--- config.mk ---
export PLATFORM = sky130hd
export DESIGN_NAME = udp_parser
export DESIGN_NICKNAME = d
export VERILOG_FILES = /design/src/rtl/udp_parser.sv
export SDC_FILE = /design/constraint.sdc
export NUM_CORES = 1
export LEC_CHECK = 0
export BUFFER_PORTS_ARGS = -buffer_cell sky130_fd_sc_hd__buf_4
export CAP_MARGIN = 10
export CORE_MARGIN = 8
export CORE_UTILIZATION = 28
export DETAILED_ROUTE_END_ITERATION = 16
export MAX_ROUTING_LAYER = met4
export SETUP_SLACK_MARGIN = 0.1
export SKIP_CTS_REPAIR_TIMING = 1
export SYNTH_ARGS = -nofsm -noshare
export SYNTH_HDL_FRONTEND = slang
export SYNTH_SLANG_ARGS = --single-unit
--- constraint.sdc ---
create_clock -name clkIn -period 3.8 [get_ports clkIn]
set_input_delay 0.76 -clock clkIn [delete_from_list [all_inputs] [get_ports clkIn]]
set_output_delay 0.76 -clock clkIn [all_outputs]
set_load 0.005 [all_outputs]
--- src/rtl/udp_parser.sv ---
// udp_parser: strips Ethernet II / IPv4 / UDP / MoldUDP64 headers and emits ITCH messages.
// Define MOLD_SEQ_CHECK_EN to add MoldUDP64 sequence-gap detection on seqGapOut.
module udp_parser #(
   parameter logic [15:0] UDP_PORT    = 16'd26400,
   parameter logic [15:0] MAX_MSG_LEN = 16'd64
) (
   input  logic        clkIn,
   input  logic        rstBIn,
   input  logic        rdEmptyIn,
   input  logic [8:0]  rdDataIn,
   output logic        rdEnOut,
   output logic [7:0]  itchDataOut,
   output logic        itchDataValidOut,
   output logic        itchMsgStartOut,
   output logic        itchMsgLastOut,
   output logic [15:0] itchMsgLenOut,
   output logic        pktDropOut,
   output logic        abortOut
`ifdef MOLD_SEQ_CHECK_EN
   ,
   output logic        seqGapOut
`endif
);

   typedef enum logic [2:0] {ETH_HDR, IP_HDR, UDP_HDR, MOLD_HDR, MSG_LEN, MSG_BODY, DRAIN, DROP} state_t;

   state_t      state_q, state_d, hdr_next;
   logic [15:0] cnt_q, cnt_d, msg_cnt_q, msg_cnt_d, msg_len_q, msg_len_d, len_out_q, len_out_d;
   logic [7:0]  prev_q, prev_d, data_q, data_d;
   logic        valid_q, valid_d, start_q, start_d, last_q, last_d, drop_q, drop_d, abort_q, abort_d;
   logic        pop, lst, hdr_fail, hdr_done, reenter;
   logic [7:0]  b;
   logic [15:0] word;

   assign pop              = !rdEmptyIn;
   assign rdEnOut          = pop;
   assign b                = rdDataIn[7:0];
   assign lst              = rdDataIn[8];
   assign word             = {prev_q, b};
   assign itchDataOut      = data_q;
   assign itchDataValidOut = valid_q;
   assign itchMsgStartOut  = start_q;
   assign itchMsgLastOut   = last_q;
   assign itchMsgLenOut    = len_out_q;
   assign pktDropOut       = drop_q;
   assign abortOut         = abort_q;

   always_comb begin
      state_d   = state_q;
      msg_cnt_d = msg_cnt_q;
      msg_len_d = msg_len_q;
      len_out_d = len_out_q;
      data_d    = data_q;
      prev_d    = pop ? b : prev_q;
      valid_d   = 1'b0;
      start_d   = 1'b0;
      last_d    = 1'b0;
      drop_d    = 1'b0;
      abort_d   = 1'b0;
      reenter   = 1'b0;
      hdr_fail  = 1'b0;
      hdr_done  = 1'b0;
      hdr_next  = DROP;
      // 16-bit header fields are checked on their low byte, using the previous byte as the high half
      case (state_q)
         ETH_HDR: begin
            hdr_fail = cnt_q == 16'd13 && word != 16'h0800;
            hdr_done = cnt_q == 16'd13;
            hdr_next = IP_HDR;
         end
         IP_HDR: begin
            hdr_fail = (cnt_q == 16'd0 && b != 8'h45) || (cnt_q == 16'd9 && b != 8'h11);
            hdr_done = cnt_q == 16'd19;
            hdr_next = UDP_HDR;
         end
         UDP_HDR: begin
            hdr_fail = cnt_q == 16'd3 && word != UDP_PORT;
            hdr_done = cnt_q == 16'd7;
            hdr_next = MOLD_HDR;
         end
         MOLD_HDR: begin
            hdr_done = cnt_q == 16'd19;
            hdr_next = (word == 16'h0000 || word == 16'hFFFF) ? DRAIN : MSG_LEN;
         end
         default: ;
      endcase
      if (pop) begin
         case (state_q)
            ETH_HDR, IP_HDR, UDP_HDR, MOLD_HDR: begin
               if (state_q == MOLD_HDR && hdr_done) msg_cnt_d = word;
               // a heartbeat may legitimately end on its last header byte
               if (hdr_fail || (lst && !(hdr_done && hdr_next == DRAIN))) begin
                  drop_d  = 1'b1;
                  state_d = lst ? ETH_HDR : DROP;
               end else if (lst) state_d = ETH_HDR;
               else if (hdr_done) state_d = hdr_next;
            end
            MSG_LEN: begin
               if (cnt_q[0]) begin
                  msg_len_d = word;
                  if (word > MAX_MSG_LEN) begin
                     drop_d  = 1'b1;
                     state_d = lst ? ETH_HDR : DROP;
                  end else if (word != 16'd0) begin
                     drop_d  = lst;
                     state_d = lst ? ETH_HDR : MSG_BODY;
                  end else begin
                     msg_cnt_d = msg_cnt_q - 16'd1;
                     if (msg_cnt_q == 16'd1) state_d = lst ? ETH_HDR : DRAIN;
                     else begin
                        drop_d  = lst;
                        state_d = lst ? ETH_HDR : MSG_LEN;
                        reenter = !lst;
                     end
                  end
               end else if (lst) begin
                  drop_d  = 1'b1;
                  state_d = ETH_HDR;
               end
            end
            MSG_BODY: begin
               valid_d   = 1'b1;
               data_d    = b;
               start_d   = cnt_q == 16'd0;
               len_out_d = msg_len_q;
               if (cnt_q == msg_len_q - 16'd1) begin
                  last_d    = 1'b1;
                  msg_cnt_d = msg_cnt_q - 16'd1;
                  if (msg_cnt_q == 16'd1) state_d = lst ? ETH_HDR : DRAIN;
                  else begin
                     drop_d  = lst;
                     state_d = lst ? ETH_HDR : MSG_LEN;
                  end
               end else if (lst) begin
                  abort_d = 1'b1;
                  state_d = ETH_HDR;
               end
            end
            default: if (lst) state_d = ETH_HDR;
         endcase
      end
      cnt_d = !pop ? cnt_q : (state_d != state_q || lst || reenter) ? 16'd0 : cnt_q + 16'd1;
   end

   always_ff @(posedge clkIn or negedge rstBIn) begin
      if (!rstBIn) begin
         state_q   <= ETH_HDR;
         cnt_q     <= '0;
         msg_cnt_q <= '0;
         msg_len_q <= '0;
         len_out_q <= '0;
         prev_q    <= '0;
         data_q    <= '0;
         valid_q   <= 1'b0;
         start_q   <= 1'b0;
         last_q    <= 1'b0;
         drop_q    <= 1'b0;
         abort_q   <= 1'b0;
      end else begin
         state_q   <= state_d;
         cnt_q     <= cnt_d;
         msg_cnt_q <= msg_cnt_d;
         msg_len_q <= msg_len_d;
         len_out_q <= len_out_d;
         prev_q    <= prev_d;
         data_q    <= data_d;
         valid_q   <= valid_d;
         start_q   <= start_d;
         last_q    <= last_d;
         drop_q    <= drop_d;
         abort_q   <= abort_d;
      end
   end

`ifdef MOLD_SEQ_CHECK_EN
   logic [63:0] seq_q, seq_d, exp_q, exp_d;
   logic        loaded_q, loaded_d, gap_q, gap_d, accept;

   assign accept    = pop && state_q == MOLD_HDR && state_d == MSG_LEN;
   assign seqGapOut = gap_q;

   always_comb begin
      seq_d    = (pop && state_q == MOLD_HDR && cnt_q >= 16'd10 && cnt_q <= 16'd17) ? {seq_q[55:0], b} : seq_q;
      gap_d    = accept && loaded_q && seq_q != exp_q;
      exp_d    = accept ? seq_q + {48'd0, word} : exp_q;
      loaded_d = loaded_q | accept;
   end

   always_ff @(posedge clkIn or negedge rstBIn) begin
      if (!rstBIn) begin
         seq_q    <= '0;
         exp_q    <= '0;
         loaded_q <= 1'b0;
         gap_q    <= 1'b0;
      end else begin
         seq_q    <= seq_d;
         exp_q    <= exp_d;
         loaded_q <= loaded_d;
         gap_q    <= gap_d;
      end
   end
`endif

endmodule
==> results.py, run 1 <==
metrics = {
    "grt": {
        "grt_use_total": 0.130,
        "grt_pass1_wl_mm": 24.0,
        "gr-total-overflow": 0,
        "grt_max_degree": 44,
        "grt_antenna_before_repair": 0,
        "grt_pass1_vias": 4339,
    },
    "timing": {
        "setup_viol": 0,
        "finalHoldViolations": 0,
        "grt_setup_unrepaired": "no",
        "fin_crit_sh": 0.935,
        "fmax_mhz": 282,
        "slew_viol_final": 0,
        "worstMarginPinSlew_ps": 780,
        "tns_ps": 0,
        "finClkSkew_ps": 6.49,
        "relSlewSlack": 0.480,
        "fin_crit_ps": 3550,
    },
    "clocking": {
        "clock-sinks": 88,
        "clk_path_buf_depth": 2,
        "htree_levels": 3,
        "cts-buffers-inserted": 9,
        "cts_tree": "yes",
        "clk_pin_slew_ps": 70,
        "cts_root_buffer": "clkbuf_16",
        "clk-insertion-delay-late_ps": 350,
    },
    "cells_and_area": {
        "syn_to_final_growth_pct": 17.0,
        "final_core_util": 0.333,
        "layout-drive-gt1-share": 0.255,
        "diodes": 0,
        "nets": 612,
        "fillCellCount": 1920,
    },
    "synthesis": {
        "ys_types": 74,
        "synth_flop_cell": "dfrtp_1",
        "synth_edf_count": 0,
        "synth_nets": 574,
        "ys_top_cells_by_area": "dfrtp_1 (42%), mux2_2 (9.8%), nor2_1 (3.0%)",
        "ys_seq_elements": 88,
        "synthArstFlopShare": 1.00,
        "avgSynthCellArea_um2": 9.53,
        "synth_cells": 556,
        "synth_top_area_cell": "dfrtp_1",
        "ys_seq_area_frac": 0.416,
        "yosysTopAreaCellShare": 0.416,
        "netlist_area_um2": 5300,
        "synth-warning-count": 0,
    },
    "power": {
        "combinationalPowerShare": 0.204,
        "p_leak_nw": 2.65,
        "power_frac_clock": 0.344,
        "p_per_area_nw_per_um2": 413,
        "p_int_mw": 1.73,
        "seq_power_share": 0.453,
        "swShare": 0.324,
        "p_sw_mw": 0.830,
        "ir_drop_mv": 0.234,
    },
    "detailed_routing": {
        "vias_per_cell": 5.34,
        "via_count": 4451,
        "final_antenna_net_count": 0,
        "wire_per_inst_um": 17.8,
        "first_pass_iters": 5,
        "drc": 0,
        "wl_mm": 14.8,
        "drtIter0Drc": 395,
    },
    "place": {
        "gp_congestion": 0.879,
        "dp_hpwl_mm": 10.6,
        "port_buffers": 41,
    },
    "critical_path": {
        "cp_cell_sequence": "or4_4 -> or4_4 -> xnor2_1 -> or3_1 -> a31oi_2 -> a21oi_2 -> a211o_2 -> buf_4 -> o21ai_0 -> o21ai_1",
        "reg2reg_from": "msg_len_q[7]$_DFFE_PN0P_",
        "r2r_cells": 10,
        "path_class": "reg2reg",
        "worst_setup_path_start_kind": "flop",
        "timing.critical_path.from": "msg_len_q[7]$_DFFE_PN0P_",
        "crit_fanout": 21,
        "arrival_ps": 3790,
        "crit_required_ps": 4040,
        "crit_top_cell": "or4_4",
        "cp_slowest_stage_delay_ps": 590,
        "worst_setup_path_end_kind": "flop",
        "crit_slowest_cell": "or4_4",
    },
    "floorplan": {
        "die_h_um": 154,
        "num_rows": 50,
        "die_area_um2": 23600,
        "fp.coreArea_um2": 18600,
        "start_util": 0.284,
        "ios": 42,
        "die_w_um": 154,
    },
    "min_path": {
        "hold_class": "in2async",
    },
    "run": {
        "maxCapViolCount": 0,
    },
    "outcome": {
        "outcome": "finished, final reports clean",
    },
}
## critical path, delay by kind of cell, from the launching register on
family          cells  cell delay, ps
simple gates        3            1500
compound gates      5            1080
flops               1             450
xor+xnor            1             140
buf+inv             1             240
## power by group through the flow
stage          sequential, mW  combinational (mW)  clock (mW)
6_report                 1.16               0.521       0.881
3_3_place_gp             1.17               0.521           0
2_1_floorplan            1.11               0.392           0
5_1_grt                  1.18               0.579       0.943
4_1_cts                  1.16               0.526       0.903
3_5_place_dp             1.17               0.524           0
## layout by cell type, fill, tap and decap left out, drive strengths merged, types with 4 or more instances in the layout
master,Yosys,final
and3,7,7
nand2b,7,7
nor4b,4,4
clkbuf,31,9
a21oi,25,25
xor2,10,10
dfrtp,88,88
mux2i,4,4
o21ai,38,38
a31oi,4,4
inv,12,15
nor2b,7,7
nand3,16,16
xnor2,10,10
or3,16,16
a22oi,6,6
ha,6,6
nand2,39,39
mux2,46,46
a211oi,11,11
nand3b,6,6
a21o,10,10
o31ai,4,4
buf,6,64
nand4,5,5
or4,7,7
nor3,25,25
o22ai,5,5
nor2,43,43
nor4,13,13
clkinv,1,4
## final cells by class
class	instances	area, um2	area share
clock buffers	9	225	0.0363
clock inverters	7	66.3	0.0107
inverters	13	48.8	0.00787
multi-input cells	418	2890	0.465
flip-flops and latches	88	2200	0.355
well taps	234	293	0.0472
repair buffers	64	480	0.0775
## path summary, 6_finish.rpt
check | end | slack (ps)
hold / removal | cnt_q[0]$_DFFE_PN0N_ | 400
setup / recovery | msg_cnt_q[8]$_DFFE_PN0P_ | 250
setup reg to reg | msg_cnt_q[8]$_DFFE_PN0P_ | 250
max in group asynchronous | msg_len_q[8]$_DFFE_PN0P_ | 2620
hold reg to reg | itchMsgLenOut[14]$_DFFE_PN0P_ | 510
min in group clkIn | itchMsgLenOut[14]$_DFFE_PN0P_ | 510
## sequential cells by signal, summed over array words and instances, names as in the netlist, 3 cells and up
register       count
cnt_q             16
itchDataOut        8
itchMsgLenOut     16
msg_cnt_q         16
msg_len_q         16
prev_q             8
state_q            3
## metrics by stage
stage / total power [mW] / std cells / hold WS, ps / worst slack (ps) / cell area (um2)
2_1_floorplan: 1.51 / 556 / 464 / 481 / 5300
3_3_place_gp: 1.69 / 817 / 491 / 286 / 5910
3_5_place_dp: 1.70 / 817 / 500 / 230 / 5910
4_1_cts: 2.59 / 833 / 418 / 218 / 6200
5_1_grt: 2.70 / 833 / 445 / 111 / 6200
6_report: 2.56 / 833 / 399 / 248 / 6200
## Yosys cell counts, types with 7 or more instances
cell type and count:
and3_1 7, dfrtp_1 88, nand2_1 38, o21ai_1 17, xor2_1 10, nand3_1 16
nand2b_1 7, a21oi_1 22, mux2_2 46, nor2b_1 7, xnor2_1 10, a211oi_1 11
nor3_1 24, nor2_1 42, clkbuf_1 31, a21o_1 10, nor4_1 12, o21ai_0 15
or3_1 16, inv_1 12
## cells by family (layout without fill, tap and decap cells)
kind of cell,Yosys count,after routing,share of synthesized area
buf+inv,50,93,0.0416
xor+xnor,20,20,0.0331
fa+ha+maj,6,6,0.0142
compound gates,127,127,0.165
flops,88,88,0.416
mux,50,50,0.105
simple gates,215,215,0.226
## per-layer routing
metal | global-route usage | vias to the layer above | routed length (um)
met3 | 0.0199 | 14 | 577
met2 | 0.195 | 119 | 6740
li1 | - | 2120 | -
met5 | - | - | 0
met4 | 0.0383 | 0 | 175
met1 | 0.177 | 2198 | 7310
(Power assumes the default switching activity.)
==> run 2, diff against run 1 <==
CORE_ASPECT_RATIO = 0.75   (was unset)
==> run 2 against run 1 <==
Effect of this change:
- core utilization grew 0.53 points
- power rose by 3.0%
- critical path depth is the same
- largest cell class unchanged
- largest power group unchanged
==> results.py, run 2 (same netlist as run 1, synthesis figures left out) <==
metrics = {
    "critical_path": {
        "worst_setup_path_start_kind": "flop",
        "crit_fanout": 9,
        "arrival_ps": 3700,
        "worst_setup_path_end_kind": "flop",
        "path_class": "reg2reg",
        "crit_required_ps": 4030,
        "reg2reg_from": "msg_len_q[5]$_DFFE_PN0P_",
        "timing.critical_path.from": "msg_len_q[5]$_DFFE_PN0P_",
    },
    "floorplan": {
        "die_w_um": 175,
        "die_h_um": 135,
        "num_rows": 43,
        "ios": 42,
        "start_util": 0.286,
        "fp.coreArea_um2": 18500,
        "die_area_um2": 23600,
    },
    "grt": {
        "grt_pass1_vias": 4180,
        "grt_max_degree": 54,
        "gr-total-overflow": 0,
        "grt_antenna_before_repair": 0,
        "grt_use_total": 0.130,
        "grt_pass1_wl_mm": 24.1,
    },
    "timing": {
        "finalHoldViolations": 0,
        "finClkSkew_ps": 10.6,
        "worstMarginPinSlew_ps": 676,
        "fin_crit_ps": 3470,
        "tns_ps": 0,
        "setup_viol": 0,
        "fin_crit_sh": 0.914,
        "fmax_mhz": 288,
        "relSlewSlack": 0.550,
        "slew_viol_final": 0,
        "grt_setup_unrepaired": "no",
    },
    "power": {
        "p_leak_nw": 2.66,
        "combinationalPowerShare": 0.203,
        "power_frac_clock": 0.360,
        "ir_drop_mv": 0.237,
        "p_per_area_nw_per_um2": 422,
        "p_sw_mw": 0.835,
        "swShare": 0.316,
        "power.total_mw": 2.64,
        "p_int_mw": 1.80,
        "seq_power_share": 0.437,
    },
    "cells_and_area": {
        "fillCellCount": 1949,
        "syn_to_final_growth_pct": 18.0,
        "layout-drive-gt1-share": 0.259,
        "layout_common_cells": "dfrtp_1 (88), buf_4 (64), mux2_2 (46)",
        "diodes": 0,
        "final_common_cell": "dfrtp_1",
        "nets": 612,
    },
    "place": {
        "dp_hpwl_mm": 10.7,
        "port_buffers": 41,
        "gp_congestion": 0.886,
    },
    "detailed_routing": {
        "via_count": 4460,
        "wl_met1_mm": 8.01,
        "wl_mm": 14.9,
        "wire_per_inst_um": 17.6,
        "dr_wl_met3_um": 646,
        "met2WireLength_mm": 6.05,
        "drtIter0Drc": 428,
        "top_layer": "met4",
        "final_antenna_net_count": 0,
        "drc": 0,
        "first_pass_iters": 5,
        "vias_per_cell": 5.27,
    },
    "clocking": {
        "cts-buffers-inserted": 9,
        "cts_tree": "yes",
        "clk-insertion-delay-late_ps": 350,
        "cts_root_buffer": "clkbuf_16",
        "clock-sinks": 88,
        "clk_path_buf_depth": 2,
        "htree_levels": 3,
        "clk_pin_slew_ps": 70,
    },
    "min_path": {
        "hold_class": "in2async",
    },
    "outcome": {
        "outcome": "finished, final reports clean",
    },
    "run": {
        "maxCapViolCount": 0,
    },
}
## run 2: cell types whose count changed in the layout (fill, tap and decap cells not counted), sizes merged
cell      previous run  this run
clkinvlp             1         2
bufinv               0         1
clkinv               4         1
inv                 15        16
## run 2: power groups by stage
stage	Sequential (mW)	Combinational [mW]	Clock, mW
6_report	1.15	0.536	0.950
5_1_grt	1.17	0.591	0.998
4_1_cts	1.15	0.534	0.971
3_5_place_dp	1.17	0.529	0
3_3_place_gp	1.16	0.525	0
2_1_floorplan	1.11	0.392	0
## run 2: worst paths after layout
path | endpoint | slack [ps] | depth (start not counted)
setup / recovery | cnt_q[1]$_DFFE_PN0N_ | 330 | 10
hold / removal | itchDataValidOut$_DFF_PN0_ | 450 | 1
setup reg to reg | cnt_q[1]$_DFFE_PN0N_ | 330 | 10
hold reg to reg | itchDataOut[1]$_DFFE_PN0P_ | 510 | 1
max in group asynchronous | state_q[1]$_DFF_PN0_ | 2620 | 2
min in group clkIn | itchDataOut[1]$_DFFE_PN0P_ | 510 | 1
## run 2: cell type report
type | instances | area [um2] | area share
clock buffers | 9 | 225 | 0.0360
clock inverters | 7 | 85.1 | 0.0136
repair buffers | 64 | 480 | 0.0768
well taps | 247 | 309 | 0.0494
flip-flops and latches | 88 | 2200 | 0.352
multi-input cells | 418 | 2900 | 0.464
inverters | 13 | 48.8 | 0.00780
## run 2: worst max-delay path: stages (launching register included)
cell and delay, ps:
dfrtp_1 380, or4_4 570, or4_4 590, xnor2_1 150, or3_1 360, a31oi_2 240, nand2_2 130, o31ai_4 480
or2_1 170, buf_4 190, o22ai_2 90
## run 2: layer usage
layer / track usage / up-vias
met5: - / -
met4: 0.0291 / 0
met3: 0.0231 / 13
met2: 0.172 / 132
met1: 0.199 / 2197
li1: - / 2118
## run 2: per-stage QoR
stage	cells	util	setup slack [ps]	hold slack [ps]	cell area, um2
6_report	846	0.338	326	449	6250
5_1_grt	846	0.338	122	504	6250
4_1_cts	846	0.337	166	469	6230
3_5_place_dp	830	0.320	175	498	5920
3_3_place_gp	830	0.320	222	493	5920
2_1_floorplan	556	-	481	464	5300
==> run 3, diff against run 2 <==
PLACE_DENSITY = 0.4   (was unset)
==> run 3 against run 2 <==
Effect of this change:
- worst hold slack better by 11 ps
- via count is 0.58% higher
- global-route usage is 1.7 points higher
- die area stayed put
- power is 0.79% lower
- first-iteration DRC count is 10% higher
- final cell count is 0.71% higher
- clock skew is 2.6 ps lower
- register-to-register slack worse by 50 ps
- core utilization is 0.13 points higher
- worst setup slack worse by 51 ps
- critical endpoint unchanged
- largest cell class unchanged
==> results.py, run 3 (same netlist as run 1, synthesis figures left out) <==
metrics = {
    "critical_path": {
        "worst_setup_path_end_kind": "flop",
        "r2r_cells": 9,
        "reg2reg_from": "msg_len_q[7]$_DFFE_PN0P_",
        "crit_required_ps": 4040,
        "arrival_ps": 3760,
        "worst_setup_path_start_kind": "flop",
        "crit_end": "cnt_q[1]$_DFFE_PN0N_",
        "timing.rr.end": "cnt_q[1]$_DFFE_PN0N_",
        "path_class": "reg2reg",
        "timing.critical_path.from": "msg_len_q[7]$_DFFE_PN0P_",
        "reg2reg_slack_ps": 270,
        "crit_fanout": 9,
    },
    "floorplan": {
        "num_rows": 43,
        "die_area_um2": 23600,
        "die_w_um": 175,
        "die_h_um": 135,
        "fp.coreArea_um2": 18500,
        "start_util": 0.286,
        "ios": 42,
    },
    "timing": {
        "setup_viol": 0,
        "slew_viol_final": 0,
        "fin_crit_sh": 0.928,
        "fin_crit_ps": 3530,
        "grt_setup_unrepaired": "no",
        "finalHoldViolations": 0,
        "relSlewSlack": 0.482,
        "tns_ps": 0,
        "finClkSkew_ps": 7.96,
        "worstMarginPinSlew_ps": 776,
        "fmax_mhz": 284,
    },
    "min_path": {
        "hold_class": "in2async",
    },
    "grt": {
        "grt_pass1_wl_mm": 26.3,
        "grt_antenna_before_repair": 0,
        "grt_use_total": 0.147,
        "gr-total-overflow": 0,
        "grt_pass1_vias": 4351,
        "grt_max_degree": 55,
    },
    "cells_and_area": {
        "nets": 618,
        "diodes": 0,
        "syn_to_final_growth_pct": 18.5,
        "layout_common_cells": "dfrtp_1 (88), buf_4 (70), mux2_2 (46)",
        "layout-drive-gt1-share": 0.264,
        "final_common_cell": "dfrtp_1",
        "final_core_util": 0.339,
    },
    "place": {
        "gp_congestion": 0.876,
        "dp_hpwl_mm": 11.9,
        "port_buffers": 41,
    },
    "detailed_routing": {
        "wl_mm": 16.6,
        "wire_per_inst_um": 19.5,
        "drc": 0,
        "via_count": 4486,
        "first_pass_iters": 5,
        "vias_per_cell": 5.27,
        "final_antenna_net_count": 0,
        "drtIter0Drc": 472,
    },
    "run": {
        "maxCapViolCount": 0,
    },
    "clocking": {
        "htree_levels": 3,
        "cts-buffers-inserted": 9,
        "clk_pin_slew_ps": 70,
        "clock-sinks": 88,
        "cts_root_buffer": "clkbuf_16",
        "clk_path_buf_depth": 2,
        "clk-insertion-delay-late_ps": 360,
        "cts_tree": "yes",
    },
    "outcome": {
        "outcome": "finished, final reports clean",
    },
    "power": {
        "p_leak_nw": 2.69,
        "p_per_area_nw_per_um2": 417,
        "ir_drop_mv": 0.182,
    },
}
[run 3: cell type report]
class	instances	area (um2)
clock buffer	9	225
clock inverter	7	71.3
fill	1931	12200
inverter	13	48.8
multi-input combinational	418	2900
sequential	88	2200
tap	247	309
timing repair buffer	70	526
[run 3: power breakdown]
group / switching, mW / leakage, nW / internal, mW
combinational: 0.287 / 1.39 / 0.252
clock: 0.455 / 0.146 / 0.465
sequential: 0.132 / 1.15 / 1.03
total: 0.874 / 2.69 / 1.74
[run 3: critical path, stage by stage (launching register included)]
cell and delay (ps):
dfrtp_1 460, or4_4 540, or4_4 590, xnor2_1 150, or3_1 370, a31oi_2 220
nand2_2 130, o31ai_4 530, or2_4 310, o22ai_2 90
[run 3: per-stage QoR]
stage	power, mW	cell area, um2	setup slack, ps	hold slack, ps	cells
global placement	1.71	5970	149	492	836
floorplan	1.51	5300	481	464	556
global route	2.76	6280	115	515	852
finish	2.62	6280	274	460	852
CTS	2.66	6270	64.3	494	852
detailed placement	1.72	5970	82.0	497	836
[run 3: worst min path at each step]
stage                     slack [ps]                           end                    startpoint  cells after the start
after global placement           490    itchDataOut[4]$_DFFE_PN0P_    itchDataOut[4]$_DFFE_PN0P_                      1
after floorplan                  460            abortOut$_DFF_PN0_                        rstBIn                      0
after CTS                        490    itchDataOut[6]$_DFFE_PN0P_                        rstBIn                      1
final                            460    itchDataOut[3]$_DFFE_PN0P_                        rstBIn                      1
after global routing             520    itchDataOut[3]$_DFFE_PN0P_                        rstBIn                      1
after detailed placement         500  itchMsgLenOut[9]$_DFFE_PN0P_  itchMsgLenOut[9]$_DFFE_PN0P_                      1
[run 3: routing by layer]
metal / part of all wire / GRT usage / vias to the layer above
met5: 0 / - / -
met3: 0.039 / 0.0329 / 10
li1: - / - / 2139
met1: 0.53 / 0.212 / 2232
met2: 0.42 / 0.205 / 105
met4: 0.0088 / 0.0338 / 0
